===== src/rtl/sha256_msg_padder_pkg.sv =====
// Shared constants for the SHA-256 message padder and the compression core
// that sits downstream of it.
package sha256_msg_padder_pkg;

  localparam int unsigned SHA256_BLK_W     = 512;
  localparam int unsigned SHA256_BLK_BYTES = 64;
  localparam int unsigned SHA256_LEN_POS   = 56;

  localparam logic [1:0] S_FILL = 2'd0;
  localparam logic [1:0] S_PAD  = 2'd1;
  localparam logic [1:0] S_EMIT = 2'd2;
  localparam logic [1:0] S_TAIL = 2'd3;

  // H0..H7 packed big-endian; consumed by the compression core on blk_first.
  localparam logic [255:0] SHA256_H_INIT =
    256'h6a09e667_bb67ae85_3c6ef372_a54ff53a_510e527f_9b05688c_1f83d9ab_5be0cd19;

endpackage


===== src/rtl/sha256_msg_padder_if.sv =====
// Byte-in / block-out handshake bundle between the message source, the padder
// and the SHA-256 compression core.
interface sha256_msg_padder_if;
  import sha256_msg_padder_pkg::*;

  logic [7:0]              in_data;
  logic                    in_valid;
  logic                    in_last;
  logic                    in_empty;
  logic                    in_ready;
  logic [SHA256_BLK_W-1:0] blk_data;
  logic                    blk_valid;
  logic                    blk_ready;
  logic                    blk_first;
  logic                    blk_last;

  modport slave (
    input  in_data, in_valid, in_last, in_empty, blk_ready,
    output in_ready, blk_data, blk_valid, blk_first, blk_last
  );

  modport master (
    output in_data, in_valid, in_last, in_empty, blk_ready,
    input  in_ready, blk_data, blk_valid, blk_first, blk_last
  );

endinterface


===== src/rtl/sha256_pad_tail.sv =====
// Builds a padded block: keeps bytes below p, puts 0x80 at p unless already
// placed, zero-fills the rest and inserts the bit length when it fits.
module sha256_pad_tail
  import sha256_msg_padder_pkg::*;
(
  input  logic [SHA256_BLK_W-1:0] buf_in,
  input  logic [6:0]              p,
  input  logic                    pad_done,
  input  logic [63:0]             bit_len,
  output logic [SHA256_BLK_W-1:0] blk_out,
  output logic                    len_fit
);

  assign len_fit = (p <= 7'(SHA256_LEN_POS - 1));

  always_comb begin
    blk_out = '0;
    for (int unsigned i = 0; i < SHA256_BLK_BYTES; i++) begin
      if (i < 32'(p))
        blk_out[(SHA256_BLK_BYTES-1-i)*8 +: 8] = buf_in[(SHA256_BLK_BYTES-1-i)*8 +: 8];
      else if ((i == 32'(p)) && !pad_done)
        blk_out[(SHA256_BLK_BYTES-1-i)*8 +: 8] = 8'h80;
    end
    if (len_fit)
      blk_out[63:0] = bit_len;
  end

endmodule


===== src/rtl/sha256_msg_padder.sv =====
// SHA-256 front end: packs message bytes into 512-bit blocks, applies FIPS
// 180-4 padding and hands blocks to the compression core with first/last tags.
module sha256_msg_padder #(
  parameter int unsigned CNT_W = 32
) (
  input  logic                CLK,
  input  logic                nreset,
  sha256_msg_padder_if.slave  bus
);
  import sha256_msg_padder_pkg::*;

  logic [1:0]              state;
  logic [6:0]              idx;
  logic [CNT_W-1:0]        byte_cnt;
  logic [SHA256_BLK_W-1:0] buffer;
  logic                    first_pend;
  logic                    pad_done;
  logic                    last;
  logic                    tail_pend;

  logic [SHA256_BLK_W-1:0] pad_blk;
  logic                    len_fit;
  logic [63:0]             bit_len;
  logic [6:0]              pad_p;
  logic [8:0]              wr_lsb;
  logic                    in_fire;
  logic                    out_fire;

  assign bus.in_ready  = (state == S_FILL);
  assign bus.blk_valid = (state == S_EMIT);
  assign bus.blk_data  = buffer;
  assign bus.blk_first = (state == S_EMIT) && first_pend;
  assign bus.blk_last  = (state == S_EMIT) && last;

  assign in_fire  = bus.in_valid && bus.in_ready;
  assign out_fire = bus.blk_valid && bus.blk_ready;

  assign bit_len = 64'({byte_cnt, 3'b000});
  // Byte k lives at bits [(63-k)*8 +: 8]; for k<64, 63-k is just ~k.
  assign wr_lsb  = {~idx[5:0], 3'b000};
  // The tail block reuses the pad builder with p=0 so nothing is carried over.
  assign pad_p   = (state == S_TAIL) ? '0 : idx;

  sha256_pad_tail u_pad_tail (
    .buf_in   (buffer),
    .p        (pad_p),
    .pad_done (pad_done),
    .bit_len  (bit_len),
    .blk_out  (pad_blk),
    .len_fit  (len_fit)
  );

  always_ff @(posedge CLK or negedge nreset) begin
    if (!nreset) begin
      state      <= S_FILL;
      idx        <= '0;
      byte_cnt   <= '0;
      buffer     <= '0;
      first_pend <= 1'b1;
      pad_done   <= 1'b0;
      last       <= 1'b0;
      tail_pend  <= 1'b0;
    end else begin
      case (state)
        S_FILL: begin
          if (in_fire) begin
            if (!bus.in_empty) begin
              buffer[wr_lsb +: 8] <= bus.in_data;
              idx                 <= idx + 7'd1;
              byte_cnt            <= byte_cnt + CNT_W'(1);
            end
            if (bus.in_last) begin
              state <= S_PAD;
            end else if (!bus.in_empty && (idx == 7'd63)) begin
              last  <= 1'b0;
              state <= S_EMIT;
            end
          end
        end
        S_PAD: begin
          buffer    <= pad_blk;
          if (!idx[6])
            pad_done <= 1'b1;
          last      <= len_fit;
          tail_pend <= !len_fit;
          state     <= S_EMIT;
        end
        S_EMIT: begin
          if (out_fire) begin
            first_pend <= 1'b0;
            if (tail_pend) begin
              state <= S_TAIL;
            end else if (last) begin
              idx        <= '0;
              byte_cnt   <= '0;
              pad_done   <= 1'b0;
              first_pend <= 1'b1;
              state      <= S_FILL;
            end else begin
              idx   <= '0;
              state <= S_FILL;
            end
          end
        end
        S_TAIL: begin
          buffer    <= pad_blk;
          last      <= 1'b1;
          tail_pend <= 1'b0;
          state     <= S_EMIT;
        end
        default: state <= S_FILL;
      endcase
    end
  end

endmodule

===== src/flat_wrapper.sv =====
// flat-port wrapper written by rule: the top's interface ports become plain ports
module sha256_msg_padder_flat import sha256_msg_padder_pkg::*;
#(
  parameter int unsigned CNT_W = 32
)
  (CLK, nreset, bus_in_data, bus_in_valid, bus_in_last, bus_in_empty, bus_blk_ready, bus_in_ready, bus_blk_data, bus_blk_valid, bus_blk_first, bus_blk_last);
  sha256_msg_padder_if bus_i ();
  input  logic CLK;
  input  logic nreset;
  input wire logic [$bits(bus_i.in_data)-1:0] bus_in_data;
  input wire logic [$bits(bus_i.in_valid)-1:0] bus_in_valid;
  input wire logic [$bits(bus_i.in_last)-1:0] bus_in_last;
  input wire logic [$bits(bus_i.in_empty)-1:0] bus_in_empty;
  input wire logic [$bits(bus_i.blk_ready)-1:0] bus_blk_ready;
  output wire logic [$bits(bus_i.in_ready)-1:0] bus_in_ready;
  output wire logic [$bits(bus_i.blk_data)-1:0] bus_blk_data;
  output wire logic [$bits(bus_i.blk_valid)-1:0] bus_blk_valid;
  output wire logic [$bits(bus_i.blk_first)-1:0] bus_blk_first;
  output wire logic [$bits(bus_i.blk_last)-1:0] bus_blk_last;
  assign bus_i.in_data = bus_in_data;
  assign bus_i.in_valid = bus_in_valid;
  assign bus_i.in_last = bus_in_last;
  assign bus_i.in_empty = bus_in_empty;
  assign bus_i.blk_ready = bus_blk_ready;
  assign bus_in_ready = bus_i.in_ready;
  assign bus_blk_data = bus_i.blk_data;
  assign bus_blk_valid = bus_i.blk_valid;
  assign bus_blk_first = bus_i.blk_first;
  assign bus_blk_last = bus_i.blk_last;
  sha256_msg_padder #(.CNT_W(CNT_W)) u_core (.CLK(CLK), .nreset(nreset), .bus(bus_i));
endmodule

===== config.mk =====
export PLATFORM = sky130hd
export DESIGN_NAME = sha256_msg_padder_flat
export DESIGN_NICKNAME = d
export VERILOG_FILES = /design/src/rtl/sha256_msg_padder_pkg.sv /design/src/rtl/sha256_msg_padder_if.sv /design/src/rtl/sha256_pad_tail.sv /design/src/rtl/sha256_msg_padder.sv /design/src/flat_wrapper.sv
export SDC_FILE = /design/constraint.sdc
export NUM_CORES = 1
export LEC_CHECK = 0
export CAP_MARGIN = 0
export CORE_AREA = 10 10 244 246
export DETAILED_ROUTE_END_ITERATION = 7
export DIE_AREA = 0 0 254 256
export PLACE_DENSITY = 0.87
export SKIP_CTS_REPAIR_TIMING = 1
export SLEW_MARGIN = 10
export SYNTH_ARGS = -nofsm -noshare
export SYNTH_HDL_FRONTEND = slang
export SYNTH_SLANG_ARGS = --single-unit
export TNS_END_PERCENT = 50

===== constraint.sdc =====
create_clock -name CLK -period 2.57 [get_ports CLK]
set_input_delay 0.514 -clock CLK [delete_from_list [all_inputs] [get_ports CLK]]
set_output_delay 0.514 -clock CLK [all_outputs]
set_load 0.05 [all_outputs]

# After elaboration in Yosys (flattened, before gate mapping)
# Index checks and enable logic that the tools add are counted.
[classes] n_bitwise=1 eq_ne=140 order_cmp=65 shift=2 n_addsub=3 reduce_logical=150 n_mux=163
[op_table] operator="$mux 512" n=2
[op_table] operator="$mux 8" n=128
[op_table] operator="$pmux 512 s2" n=1
[op_table] operator="$bwmux 512" n=1
[op_table] operator="$shift 8x11->512 const A" n=1
[op_table] operator="$shiftx 8x11->512" n=1
[op_table] operator="$reduce_and 4->1" n=65
[op_table] operator="$eq 6x7->1 const A" n=32
[op_table] operator="$lt 6x7->1 const A" n=32
[op_table] operator="$mux 32" n=5
[op_table] operator="$ne 2x2->1 const B" n=64
[op_table] operator="$eq 5x7->1 const A" n=16
[op_table] operator="$lt 5x7->1 const A" n=16
[op_table] operator="$logic_and 1x1->1" n=69
[op_table] operator="$mux 64" n=1
[op_table] operator="$pmux 32 s2" n=1
[op_table] operator="$eq 4x7->1 const A" n=8
[op_table] operator="$lt 4x7->1 const A" n=8
[op_table] operator="$mux 7" n=5
[op_table] operator="$add 32x1->32 const B" n=1
[op_table] operator="$eq 3x7->1 const A" n=4
[op_table] operator="$lt 3x7->1 const A" n=4
[op_table] operator="$ne 3x2->1 const B" n=8
[op_table] operator="$eq 2x7->1 const A" n=2
[op_table] operator="other kinds (27)" n=49
[word_totals] input_bits=14 output_inout_bits=516 elab_cells=595 regBits=557

# Logic depth before layout (Yosys ltp)
[depth] word_depth=8 depth_mapped=12 mapped_depth_nobuf=8

# Modules after synthesis
# A second synthesis with hierarchy kept.
[unflattened] hier_cells=3508 hier_area_um2=32362.3
[by_module_without_submodules] module="sha256_msg_padder" seq_area_each_um2=13939.6 instances=1 area_each_um2=27609.0 cells_each=2712
[by_module_without_submodules] module="sha256_pad_tail" seq_area_each_um2=0.0 instances=1 area_each_um2=4753.3 cells_each=796

# Least setup slack after synthesis
# Ideal clock, no wire load.
[synth_path] path_kind="reg-to-reg" startpoint="register u_core.state[1]" endpoint="register u_core.byte_cnt[2]" setup_slack_ns=-0.474 t_arrival_ns=2.912 stages_incl_launch_ff=8 period_less_slack_ns=3.044 path_buffers=3 setup_time_ns=0.132 t_required_ns=2.438 path_cell_list="dfrtp_1 > buf_2 > clkbuf_1 > nor2b_1 > and2_1 > nor3b_1 > clkbuf_1 > nor2_1"
[synth_via] elab_chain_len=4 elab_cells_between_ends=12 cone_classes="6 x eq/ne; 1 x mux; 5 x reduce/logical"
[synth_lines] element="from (decl)" line_no="sha256_msg_padder.sv:12" rtl="logic [1:0] state;"
[synth_lines] element="from (signal assigned)" line_no="sha256_msg_padder.sv:55" rtl="state <= S_FILL;"
[synth_lines] element="from (signal assigned)" line_no="sha256_msg_padder.sv:73" rtl="state <= S_PAD;"
[synth_lines] element="from (signal assigned)" line_no="sha256_msg_padder.sv:76" rtl="state <= S_EMIT;"
[synth_lines] element="$eq 2x2->1 *" line_no="sha256_msg_padder.sv:30" rtl="assign bus.blk_valid = (state == S_EMIT);"
[synth_lines] element="via bus_blk_valid" line_no="flat_wrapper.sv:17" rtl="output wire logic [$bits(bus_i.blk_valid)-1:0] bus_blk_valid;"
[synth_lines] element="$logic_and 1x1->1" line_no="sha256_msg_padder.sv:36" rtl="assign out_fire = bus.blk_valid && bus.blk_ready;"
[synth_lines] element="$ne 2x2->1 (no source line)"
[synth_lines] element="$reduce_and 6->1 (no source line)"
[synth_lines] element="to (signal assigned)" line_no="sha256_msg_padder.sv:70" rtl="byte_cnt <= byte_cnt + CNT_W'(1);"
[synth_lines] element="to (decl)" line_no="sha256_msg_padder.sv:14" rtl="logic [CNT_W-1:0] byte_cnt;"
# The timed path passes the listed nets; every way through them passes the cells marked *.
# A chain may end at the register's enable or synchronous reset.

# Worst setup path after layout
[layout_path] startpoint="register u_core.idx[1]" endpoint="register u_core.buffer[151] (netlist: u_core.bus.blk_data[151])"
[layout_via] elab_chain_len=7 elab_cells_between_ends=16 cone_classes="1 x add/sub; 1 x order compare; 2 x eq/ne; 2 x shift; 7 x mux; 1 x bitwise; 2 x reduce/logical"
[layout_lines] element="from (decl)" line_no="sha256_msg_padder.sv:13" rtl="logic [6:0] idx;"
[layout_lines] element="from (signal assigned)" line_no="sha256_msg_padder.sv:69" rtl="idx <= idx + 7'd1;"
[layout_lines] element="$not 6->6" line_no="sha256_msg_padder.sv:40" rtl="assign wr_lsb = {~idx[5:0], 3'b000};"
[layout_lines] element="$neg 9->11" line_no="sha256_msg_padder.sv:68" rtl="buffer[wr_lsb +: 8] <= bus.in_data;"
[layout_lines] element="$shiftx 8x11->512 / $shift 8x11->512 (equally long branches)" line_no="sha256_msg_padder.sv:68"
[layout_lines] element="$bwmux 512" line_no="sha256_msg_padder.sv:68"
[layout_lines] element="$mux 512" line_no="sha256_msg_padder.sv:67" rtl="if (!bus.in_empty) begin"
[layout_lines] element="$mux 512" line_no="sha256_msg_padder.sv:66" rtl="if (in_fire) begin"
[layout_lines] element="$pmux 512 s2" line_no="sha256_msg_padder.sv:64" rtl="case (state)"
[layout_lines] element="to (signal, indexed assignment)" line_no="sha256_msg_padder.sv:68"
[layout_lines] element="to (signal assigned)" line_no="sha256_msg_padder.sv:81" rtl="buffer <= pad_blk;"
[layout_lines] element="to (signal assigned)" line_no="sha256_msg_padder.sv:106" rtl="buffer <= pad_blk;"
[layout_lines] element="to (decl)" line_no="sha256_msg_padder.sv:15" rtl="logic [SHA256_BLK_W-1:0] buffer;"
# Several ways; a longest one is shown, not always the timed one. The select of a mux whose other input is x is not followed.

==> impl_metrics.csv <==
group,metric,value,unit
setup_path,rrSetupSlack,-0.14,ns
synthesis,syn_inst,2292,
setup_path,crit_chain,"buf_8 > inv_4 > ha_4 > buf_4 > nand3_1 > a211o_1 > nor2_1 > nand3_2 > buf_4 > o22ai_1 > mux2_2",
layout,area_delta_synth_final,50.3,%
synthesis,async_flop_share,1.00,
setup_path,crit_end,"u_core.bus.blk_data[151]",
timing,period_share,1.05,
min_path,min_path_cells,2,
route,dr.pass1.iters,6,
grt,grt_overflow,0,
layout,final_area,37300,µm²
placed_design,place_area,34700,µm²
route,num_vias,25400,
route,drc_errors,0,
clocking,cts_tree,"built",
synthesis,ys.flop_type,"dfrtp_1",
flow_run,max-cap-violations,0,
timing,finalCriticalPeriod,2.71,ns
route,drt-total-wl,116000,µm
timing,setup_viol,69,
setup_path,path_buf_inv,4,
setup_path,crit_type,"reg -> reg",
route,wl_met3,11700,µm
setup_path,start_kind,"flop",
layout,fin_nets,3272,
layout,drive_gt1_frac,0.253,
timing,rsz0062_at_grt,"true",
floorplanning,die_h,256,µm
layout,fin_cells,3999,
timing,clock_skew,0.0143,ns
layout,post-route-util,0.682,
route,wl_met2,53600,µm
setup_path,worstRegToRegCells,11,
layout,nFillCells,3926,
floorplanning,dieArea,65000,µm²
synthesis,syn_area_per_cell,10.8,µm²
power_and_ir_drop,p_per_area,733,nW/µm²
floorplanning,initial_core_util,0.454,
clocking,clk_latency,0.62,ns
setup_path,r2r-end,"u_core.bus.blk_data[151]",
route,first_iter_violations,3027,
route,ant_nets,0,
synthesis,synth-seq-cells,557,
grt,grtUsageTotal,0.344,
route,top_layer,"met5",
power_and_ir_drop,vdd_drop_max,0.900,mV
layout,num_antenna_cells,0,
synthesis,synth-warning-count,0,
timing,fmax,370,MHz
route,m1WireLength,43500,µm
clocking,htree_levels,2,
setup_path,crit_required,3.12,ns
floorplanning,die_x,254,µm
floorplanning,io_pins,530,
synthesis,synthDistinctLibCells,99,
timing,slew_violations,0,
timing,worstMarginPinSlew,1.05,ns
placed_design,dp_slack,-0.567,ns
timing,timing.final.ws_setup,-0.136,ns
route,routed_via_density,6.36,
placed_design,globalplace.congestion,1.10,
timing,maxSlewHeadroom,0.295,
placed_design,port_buffers,529,
placed_design,dp_hpwl,88700,µm
clocking,clock-sinks,557,
setup_path,crit_slowest_cell,"dfrtp_1",
synthesis,yosysSeqAreaShare,0.562,
setup_path,worst-path-stages,11,
status,violations,"negative setup slack",
floorplanning,core,54700,µm²
floorplanning,rows,86,
setup_path,critPathMaxStageDelay,0.45,ns
grt,grt_max_degree,79,
layout,regArea,14000,µm²
layout,multi_input_area,10600,µm²
min_path,min_path_type,"reg -> reg",
clocking,path_clk_slew,0.07,ns
synthesis,syn_area,24800,µm²
synthesis,syn_nets,2311,
status,outcome,"complete, but fails checks",
setup_path,startpoint,"u_core.idx[1]",
setup_path,crit_family,"buffers and inverters",
setup_path,crit_top_cell,"buf_4",
power_and_ir_drop,p_total,27.3,mW
clocking,cts_buffers,57,
grt,grt_pass1_wl,169000,µm
setup_path,critPathArrivalTime,3.26,ns
grt,grt_pass1_vias,25600,
clocking,clockBufferDepth,3,
route,wl_per_cell,29.1,µm
grt,antenna_found_initial,2,
setup_path,cp_max_fo,18,
power_and_ir_drop,cellLeakagePower,16.3,nW
setup_path,reg2reg_from,"u_core.idx[1]",
placed_design,post-place-cells,3885,
setup_path,cp-end-kind,"flop",
clocking,clockRootBuffer,"clkbuf_16",
synthesis,synth_edf_count,0,
timing,timing.final.hold_violations,0,
## cell usage in the layout (no fill, tap or decap), types with 71 or more instances in the layout
cell type        count
a22o_1             137
buf_4              463
clkdlybuf4s50_1    524
dfrtp_1            549
mux2_2              77
nand2_1            257
nand3_1             71
nor2_1             149
o21ai_0            172
o2bb2ai_1          106
## worst min-delay path: stages (launching register included)
cell     delay [ns]
dfrtp_1        0.34
nand2_1        0.04
o21ai_0        0.06
## layout make-up
cell class | count | area share
tap | 704 | 0.0236
sequential | 557 | 0.374
inverter | 48 | 0.00500
clock inverter | 22 | 0.00748
clock buffer | 79 | 0.0431
timing repair buffer | 1047 | 0.262
multi-input combinational | 1542 | 0.285
## sequential cells by signal (all words and copies together) (netlist names)
name                 count
u_core.byte_cnt         32
u_core.bus.blk_data    512
u_core.idx               7
u_core.tail_pend         1
u_core.pad_done          1
u_core.last              1
u_core.first_pend        1
u_core.state             2
## metal layers
metal,track usage,vias up
li1,-,10500
met1,0.433,12800
met2,0.542,1748
met3,0.0758,435
met4,0.191,6
met5,0,-
## worst min path at each step
stage	endpoint	slack (ns)	startpoint
6_report	u_core.bus.blk_data[214]	0.48	u_core.bus.blk_data[214]
5_1_grt	u_core.bus.blk_data[246]	0.50	u_core.bus.blk_data[246]
4_1_cts	u_core.bus.blk_data[329]	-0.05	nreset
3_5_place_dp	u_core.bus.blk_data[214]	0.47	u_core.bus.blk_data[214]
3_3_place_gp	u_core.bus.blk_data[214]	0.46	u_core.bus.blk_data[214]
2_1_floorplan	u_core.bus.blk_data[0]	0.22	nreset
## power breakdown
group,switching (mW),internal [mW],total (mW)
combinational,5.84,3.17,9.01
clock,3.53,4.96,8.48
sequential,0.485,9.36,9.85
total,9.85,17.5,27.3
## per-stage QoR
step	TNS (ns)	hold slack, ns
finish	-2.76	0.478
global route	-6.58	0.502
CTS	-42.36	-0.0526
detailed placement	-147.59	0.471
global placement	-140.13	0.463
floorplan	-0.0950	0.218
## synthesized netlist by cell type (all sizes together), types with 12 or more instances
cell type	number	share of area
dfrtp	556	0.56
o21ai	209	0.043
inv	45	0.0068
clkbuf	95	0.014
and2	13	0.0033
xnor2	19	0.0070
a21o	14	0.0042
buf	50	0.011
nand2	263	0.040
xor2	12	0.0045
nor3	31	0.0067
a21oi	45	0.0092
nor2	160	0.024
nor4	17	0.0067
and3	15	0.0038
o31ai	13	0.0039
nand4	31	0.0078
or3	15	0.0038
o22ai	35	0.0091
nand3	83	0.018
a22o	138	0.049
o2bb2ai	109	0.038
mux2	79	0.036
o32ai	13	0.0049
a32o	47	0.019
o211ai	15	0.0049
## logic make-up (layout without fill, tap and decap cells)
family,after synthesis,in the layout,synth area share
mux,86,86,0.0388
simple gates,681,681,0.130
buf+inv,193,1196,0.0331
compound gates,739,739,0.222
xor+xnor,31,31,0.0115
flops,557,557,0.562
fa+ha+maj,5,5,0.00252
Note: power is estimated with default switching activity, not from simulation.
